**src/rtl/zero_scan_unit.sv**
```systemverilog
// Multi-cycle zero detect / leading-zero count, scanning CHUNK bits per cycle from the MSB end.
// Latency: k+1 cycles from accept edge to done (k = chunks examined, 1..NCH).
// Backpressure: start is taken in IDLE or DONE only; requests during SCAN are dropped.
module zero_scan_unit #(
    parameter int WIDTH = 32,
    parameter int CHUNK = 8,
    parameter int LW    = $clog2(WIDTH + 1)
) (
    input  logic             clk,
    input  logic             rst_n,
    input  logic             start,
    input  logic [WIDTH-1:0] data,
    output logic             busy,
    output logic             done,
    output logic             zero,
    output logic [LW-1:0]    lzc
);

    localparam int NCH = WIDTH / CHUNK;
    localparam int IW  = (NCH > 1) ? $clog2(NCH) : 1;

    typedef enum logic [1:0] {
        S_IDLE = 2'd0,
        S_SCAN = 2'd1,
        S_DONE = 2'd2
    } state_t;

    state_t            state;
    state_t            state_nxt;
    logic [WIDTH-1:0]  dreg;
    logic [IW-1:0]     idx;
    logic [CHUNK-1:0]  chunk;
    logic              chunk_nz;
    logic              last_chunk;
    logic              accept;
    logic [LW-1:0]     clz_c;
    logic              found;

    assign chunk      = dreg[idx*CHUNK +: CHUNK];
    assign chunk_nz   = |chunk;
    assign last_chunk = (idx == '0);
    // DONE accepts like IDLE so back-to-back requests lose no cycle
    assign accept     = start && (state != S_SCAN);

    // Leading zeros inside the current chunk; only meaningful when the chunk is non-zero
    always_comb begin
        clz_c = '0;
        found = 1'b0;
        for (int i = CHUNK - 1; i >= 0; i--) begin
            if (!found) begin
                if (chunk[i]) begin
                    found = 1'b1;
                end else begin
                    clz_c = clz_c + LW'(1);
                end
            end
        end
    end

    // State register
    always_ff @(posedge clk) begin
        if (!rst_n) begin
            state <= S_IDLE;
        end else begin
            state <= state_nxt;
        end
    end

    // Next-state logic
    always_comb begin
        state_nxt = state;
        case (state)
            S_IDLE:  state_nxt = start ? S_SCAN : S_IDLE;
            S_SCAN:  state_nxt = (chunk_nz || last_chunk) ? S_DONE : S_SCAN;
            S_DONE:  state_nxt = start ? S_SCAN : S_IDLE;
            default: state_nxt = S_IDLE;
        endcase
    end

    // Status outputs decoded from state; busy and done are mutually exclusive by construction
    always_comb begin
        busy = (state == S_SCAN);
        done = (state == S_DONE);
    end

    // Operand capture, chunk walk and result registers; results hold until the next scan finishes
    always_ff @(posedge clk) begin
        if (!rst_n) begin
            dreg <= '0;
            idx  <= '0;
            zero <= 1'b0;
            lzc  <= '0;
        end else if (accept) begin
            dreg <= data;
            idx  <= IW'(NCH - 1);
        end else if (state == S_SCAN) begin
            if (chunk_nz) begin
                zero <= 1'b0;
                lzc  <= LW'((NCH - 1 - int'(idx)) * CHUNK) + clz_c;
            end else if (last_chunk) begin
                zero <= 1'b1;
                lzc  <= LW'(WIDTH);
            end else begin
                idx  <= idx - IW'(1);
            end
        end
    end

endmodule

```
**config.mk**
```make
export PLATFORM = sky130hd
export DESIGN_NAME = zero_scan_unit
export DESIGN_NICKNAME = d
export VERILOG_FILES = /design/src/rtl/zero_scan_unit.sv
export SDC_FILE = /design/constraint.sdc
export NUM_CORES = 1
export LEC_CHECK = 0
export CAP_MARGIN = 15
export CORE_UTILIZATION = 25
export CTS_BUF_LIST = sky130_fd_sc_hd__clkbuf_4
export DETAILED_ROUTE_END_ITERATION = 12
export HOLD_SLACK_MARGIN = 0.03
export PLACE_DENSITY_LB_ADDON = 0.12
export SLEW_MARGIN = 30
export SYNTH_ARGS = -nofsm -noshare
export SYNTH_HDL_FRONTEND = slang
export SYNTH_SLANG_ARGS = --single-unit
```
**constraint.sdc**
```tcl
create_clock -name clk -period 5.9 [get_ports clk]
set_input_delay 0.59 -clock clk [delete_from_list [all_inputs] [get_ports clk]]
set_output_delay 0.59 -clock clk [all_outputs]
set_load 0.02 [all_outputs]
```
==> results.sh, run 1 <==
export IMPL_status="complete, no violations"
export IMPL_p_sw_mw=0.302
export IMPL_path_class="flop to flop"
export IMPL_finalSetupViolCount=0
export IMPL_synth_area_leaders="dfxtp_1, nand2_1, a21oi_1"
export IMPL_clock_sinks=43
export IMPL_via_count=1878
export IMPL_cts_setup_buffers=0
export IMPL_drtIter0Drc=51
export IMPL_synth_warnings=0
export IMPL_drive_gt1_share_pct=8.97
export IMPL_syn_inst=261
export IMPL_hold_viol_final=0
export IMPL_cts_buffers=5
export IMPL_worst_slew_pin_transition_ns=0.674
export IMPL_p_seq_share_pct=35.5
export IMPL_nets=343
export IMPL_clockBufferDepth=2
export IMPL_postRouteAntennaNets=0
export IMPL_multi_input_area_sq_um=1240
export IMPL_die_w_microns=96.4
export IMPL_relSlewSlack_pct=55.0
export IMPL_grt_pass1_vias=1812
export IMPL_ys_types=43
export IMPL_grt_ovfl_total=0
export IMPL_end_kind="flop"
export IMPL_cp_required_ns=6.17
export IMPL_areaGrowthSynthToFinish_pct=27.7
export IMPL_core_sq_um=8680
export IMPL_synth_ff_latch_count=43
export IMPL_ff_latch_area_sq_um=861
export IMPL_post_route_drc_count=0
export IMPL_cts_hold_buf=0
export IMPL_clock_latency_ns=0.36
export IMPL_antenna_cells=0
export IMPL_num_rows=34
export IMPL_cts_root_buf="clkbuf_4"
export IMPL_crit_fanout=6
export IMPL_grt_total_usage_pct=13.0
export IMPL_place_gp_congestion=0.832
export IMPL_final_common_cell="nand2_1"
export IMPL_p_leak_nw=1.10
export IMPL_yosysSeqAreaShare_pct=38.6
export IMPL_h_tree_depth=2
export IMPL_max_cap_violations=0
export IMPL_fin_crit_ns=5.40
export IMPL_antenna_found_initial=0
export IMPL_post_route_period_util_pct=91.5
export IMPL_cp_start_kind="flop"
export IMPL_power_mw=0.917
export IMPL_post_cts_resized=0
export IMPL_yosysTopAreaCell="dfxtp_1"
export IMPL_power_internal_mw=0.615
export IMPL_cts_clk_slew_worst_paths_ns=0.15
export IMPL_syn_num_nets=304
export IMPL_share_comb_of_total_power_pct=37.9
export IMPL_vias_per_cell=4.59
export IMPL_ir_drop_mv=0.123
export IMPL_cts_tree="done"
export IMPL_rsz0062_at_grt="false"
export IMPL_port_buffers=43
export IMPL_p_clk_share_pct=26.6
export IMPL_finalMaxSlewViolations=0
export IMPL_die_y_microns=96.4
export IMPL_skew_ns=0.0131
export IMPL_start_util_pct=25.7
export IMPL_fmax_mhz=185
export IMPL_wirelength_microns=5540
export IMPL_worstPathArrival_ns=5.67
export IMPL_finalSetupTns_ns=0
export IMPL_grt_pass1_wl_microns=9100
export IMPL_powerDensity_nw_per_um2=322
export IMPL_dp_hpwl_microns=4040
export IMPL_die_area_sq_um=9300
export IMPL_grt_max_degree=38
export IMPL_holdCritPathClass="flop to flop"
export IMPL_netlist_area_sq_um=2230
export IMPL_design_portCount=44
export IMPL_final_cell_mix="nand2_1, dfxtp_1, clkdlybuf4s50_1"
export IMPL_avgRoutedWirePerCell_microns=13.5
export IMPL_synth_top_cell_area_share_pct=38.6
export IMPL_syn_area_per_cell_sq_um=8.54
export IMPL_fillers=971
export IMPL_first_pass_iters=4
export IMPL_swShare_pct=32.9
==> area by class of cell <==
class	instances	share of cell area (%)
tap	108	4.75
clock inverter	3	2.50
multi-input combinational	190	43.5
sequential	43	30.2
clock buffer	5	1.32
timing repair buffer	46	15.9
inverter	14	1.85
==> flip-flops by register name (all words and copies together) (netlist names) <==
register	flops
dreg	32
lzc	6
state	2
idx	2
zero	1
==> stage by stage <==
step / std cells / hold slack, ns / utilization [%] / area, sq um / setup slack (ns)
3_5_place_dp: 401 / 0.445 / 31.6 / 2740 / 0.545
5_1_grt: 409 / 0.481 / 32.8 / 2850 / 0.146
2_1_floorplan: 261 / 0.432 / - / 2230 / 0.801
3_3_place_gp: 401 / 0.442 / 31.5 / 2740 / 0.626
4_1_cts: 409 / 0.466 / 32.8 / 2850 / 0.495
6_report: 409 / 0.463 / 32.8 / 2850 / 0.502
==> power by group through the flow <==
stage                     Combinational (mW)  Clock [mW]  Sequential (mW)
after floorplan                        0.253           0            0.337
after global placement                 0.349           0            0.332
after detailed placement               0.351           0            0.332
after CTS                              0.353       0.256            0.326
after global routing                   0.388       0.267            0.329
final                                  0.348       0.244            0.325
==> final timing paths <==
check	start	endpoint	slack (ns)	depth (start not counted)
max	idx[0]	lzc[4]	0.50	22
min	dreg[19]	dreg[19]	0.46	2
max reg2reg	idx[0]	lzc[4]	0.50	22
min reg2reg	dreg[19]	dreg[19]	0.46	2
==> worst max-delay path, stage by stage (launching register included) <==
cell     delay, ns
dfxtp_1       0.42
mux4_2        0.58
nor2_1        0.26
ha_1          0.30
o21a_1        0.20
ha_1          0.30
nor3_1        0.20
nor4_1        0.07
o21ai_1       0.22
inv_1         0.07
ha_1          0.30
a21o_1        0.16
ha_1          0.27
mux2i_1       0.08
mux2_4        0.29
inv_1         0.06
ha_1          0.14
nand2_1       0.07
maj3_1        0.36
a21oi_1       0.14
o21ai_1       0.10
fa_1          0.45
o32ai_1       0.26
==> kinds of logic after synthesis <==
kind of cell / Yosys count / share of synthesized area, %
muxes: 10 / 9.71
adders and majority gates: 9 / 5.27
DFF: 43 / 38.6
AOI/OAI and AO/OA: 55 / 15.1
and+or+nand+nor: 108 / 21.5
xor gates and xnor gates: 8 / 3.76
buffers and inverters: 28 / 6.00
==> synthesized netlist by cell type, drive strengths merged <==
library cell  instances
buf                   6
nand2                77
xnor3                 1
and2                  3
a311oi                1
o21ai                 2
o21bai                1
dfxtp                43
mux2                  1
clkbuf                7
mux4                  8
a21o                  1
nand3                 2
a211oi                1
xnor2                 7
o21a                  3
o31a                  1
nand2b                2
nor2                 11
inv                  14
nor3                  7
mux2i                 1
nor4b                 3
o22ai                 1
o41ai                 1
a21oi                37
dlygate4sd3           1
ha                    7
a41o                  1
maj3                  1
fa                    1
o32ai                 3
o211a                 2
nor4                  1
nor2b                 2
==> per-layer routing <==
layer | GRT usage [%] | up-vias | wire length (microns)
met5 | 0 | - | 0
met4 | 3.31 | 0 | 24
met3 | 2.82 | 2 | 216
met2 | 22.2 | 39 | 2610
met1 | 16.5 | 872 | 2680
li1 | - | 965 | -
Note: power is estimated with default switching activity, not from simulation.
==> inputs of run 2 (changes only) <==
Settings changed: CAP_MARGIN 15 to 20.
==> results of run 2 <==
No change in the layout: final DEF, timing and power equal those of run 1.
==> inputs of run 3 (changes only) <==
==> constraint.sdc (replaced) <==
create_clock -name clk -period 6.4 [get_ports clk]
set_input_delay 0.96 -clock clk [delete_from_list [all_inputs] [get_ports clk]]
set_output_delay 0.96 -clock clk [all_outputs]
set_load 0.02 [all_outputs]
==> run 3 against run 2 <==
Net effect:
- first-iteration DRC count shrank 2.0%
- final area shrank 2.4%
- clock power shrank 43%
- non-clock buffer count shrank 2
- sequential cell count is the same
- utilization shrank 0.78 points
- highest routed layer unchanged
==> results.sh, run 3 (same netlist as run 1, synthesis figures left out) <==
export IMPL_status="complete, no violations"
export IMPL_max_cap_violations=0
export IMPL_rsz0062_at_grt="false"
export IMPL_design_portCount=44
export IMPL_port_buffers=43
export IMPL_cts_buffers=5
export IMPL_fin_area_sq_um=2780
export IMPL_grt_pass1_wl_microns=8850
export IMPL_clockBufferDepth=2
export IMPL_core_sq_um=8680
export IMPL_fin_crit_ns=5.68
export IMPL_power_internal_mw=0.484
export IMPL_place_gp_congestion=0.805
export IMPL_h_tree_depth=2
export IMPL_skew_ns=0.00749
export IMPL_first_pass_iters=4
export IMPL_critPathTopFamily="adder cells"
export IMPL_ff_latch_area_sq_um=861
export IMPL_cts_hold_buf=0
export IMPL_clock_latency_ns=0.36
export IMPL_power_mw=0.759
export IMPL_p_clk_share_pct=18.5
export IMPL_crit_fanout=11
export IMPL_hold_viol_final=0
export IMPL_finalMaxSlewViolations=0
export IMPL_final_common_cell="nand2_1"
export IMPL_postRouteAntennaNets=0
export IMPL_fmax_mhz=176
export IMPL_num_rows=34
export IMPL_grt_pass1_vias=1767
export IMPL_swShare_pct=36.2
export IMPL_grt_max_degree=38
export IMPL_post_route_period_util_pct=88.8
export IMPL_multi_input_area_sq_um=1240
export IMPL_hold_path_end="dreg[17]"
export IMPL_ir_drop_mv=0.0603
export IMPL_vias_per_cell=4.61
export IMPL_powerDensity_nw_per_um2=273
export IMPL_largest_reg_flops=32
export IMPL_areaGrowthSynthToFinish_pct=24.7
export IMPL_path_class="flop to flop"
export IMPL_relSlewSlack_pct=54.8
export IMPL_holdCritPathClass="flop to flop"
export IMPL_timing_hold_ws_ns=0.460
export IMPL_end_kind="flop"
export IMPL_cp_slowest_cell="mux4_2"
export IMPL_p_leak_nw=1.06
export IMPL_finalSetupTns_ns=0
export IMPL_placed_area_sq_um=2730
export IMPL_r2r_start="idx[0]"
export IMPL_rrSetupSlack_ns=0.72
export IMPL_fin_ws_ns=0.720
export IMPL_dp_hpwl_microns=3960
export IMPL_clock_sinks=43
export IMPL_cts_root_buf="clkbuf_4"
export IMPL_die_w_microns=96.4
export IMPL_via_count=1875
export IMPL_wirelength_microns=5390
export IMPL_start_util_pct=25.7
export IMPL_hold_path_depth=2
export IMPL_share_comb_of_total_power_pct=41.7
export IMPL_reg_top3="dreg x32, lzc x6"
export IMPL_p_seq_share_pct=39.8
export IMPL_cp_num_buf_inv=2
export IMPL_worstPathArrival_ns=5.96
export IMPL_finalSetupViolCount=0
export IMPL_worst_slew_pin_transition_ns=0.678
export IMPL_drtIter0Drc=50
export IMPL_cts_tree="done"
export IMPL_grt_ovfl_total=0
export IMPL_cts_clk_slew_worst_paths_ns=0.14
export IMPL_grt_total_usage_pct=12.6
export IMPL_regMostFlops="dreg"
export IMPL_avgRoutedWirePerCell_microns=13.3
export IMPL_cpPeakStageDelay_ns=0.64
export IMPL_die_y_microns=96.4
export IMPL_path_cells="mux4_2 -> nor2_1 -> ha_1 -> o21a_1 -> ha_1 -> nor3_1 -> nor4_1 -> o21ai_1 -> inv_1 -> ha_1 -> a21o_1 -> ha_1 -> mux2i_1 -> mux2_4 -> inv_1 -> ha_1 -> nand2_1 -> maj3_1 -> a21oi_1 -> o21ai_1 -> fa_1 -> o32ai_1"
export IMPL_reg2reg_to="lzc[4]"
export IMPL_hp_start="dreg[17]"
export IMPL_post_route_drc_count=0
export IMPL_p_sw_mw=0.274
export IMPL_reg2reg_depth=22
export IMPL_pre_cts_ws_ns=0.702
export IMPL_drive_gt1_share_pct=8.36
export IMPL_cp_required_ns=6.68
export IMPL_post_cts_resized=0
export IMPL_cts_setup_buffers=0
export IMPL_nets=341
export IMPL_worstSetupStartpoint="idx[0]"
export IMPL_final_cell_mix="nand2_1, dfxtp_1, clkdlybuf4s50_1"
export IMPL_cp_start_kind="flop"
export IMPL_fillers=958
export IMPL_cpMostUsedCell="ha_1"
export IMPL_antenna_found_initial=0
export IMPL_antenna_cells=0
export IMPL_die_area_sq_um=9300
## run 3: cell types whose count changed in the layout (fill, tap and decap cells not counted), sizes merged
cell,before,now
bufinv,2,0
clkinv,0,2
buf,3,1
## run 3: final cells by class
cell class / instances / share of cell area, %
timing repair buffer: 44 / 15.8
clock buffer: 5 / 1.35
clock inverter: 3 / 0.630
sequential: 43 / 31.0
tap: 108 / 4.86
inverter: 14 / 1.89
multi-input combinational: 190 / 44.6
## run 3: layer usage
metal	GRT usage, %	up-vias	share of wire [%]	routed length (microns)
met4	2.57	0	0.39	21
met2	20.7	39	49	2620
li1	-	964	-	-
met5	0	-	0	0
met3	2.43	2	3.7	198
met1	17.1	870	47	2550
## run 3: worst reg2reg max path, stage by stage (launching register included)
cell and delay [ns]:
dfxtp_1 0.63, mux4_2 0.64, nor2_1 0.25, ha_1 0.30
o21a_1 0.20, ha_1 0.30, nor3_1 0.19, nor4_1 0.06
o21ai_1 0.25, inv_1 0.09, ha_1 0.31, a21o_1 0.16
ha_1 0.27, mux2i_1 0.07, mux2_4 0.29, inv_1 0.06
ha_1 0.14, nand2_1 0.07, maj3_1 0.37, a21oi_1 0.14
o21ai_1 0.10, fa_1 0.45, o32ai_1 0.26
## run 3: per-stage QoR
| step | std cells | util [%] |
|---|---|---|
| floorplan | 261 | - |
| global placement | 399 | 31.4 |
| detailed placement | 399 | 31.4 |
| CTS | 407 | 32.0 |
| global route | 407 | 32.0 |
| finish | 407 | 32.0 |
## run 3: worst max-delay path by stage
stage | end | slack [ns] | cells after the start
2_1_floorplan | lzc[4] | 1.30 | 23
3_3_place_gp | lzc[4] | 0.85 | 22
3_5_place_dp | lzc[4] | 0.70 | 22
4_1_cts | lzc[4] | 0.66 | 22
5_1_grt | lzc[4] | 0.28 | 22
6_report | lzc[4] | 0.72 | 22
## run 3: power by group through the flow
stage	registers, mW	logic (mW)	clock network, mW
final	0.302	0.316	0.140
after global routing	0.306	0.355	0.158
after CTS	0.303	0.320	0.148
after detailed placement	0.309	0.318	0
after global placement	0.309	0.319	0
after floorplan	0.311	0.233	0
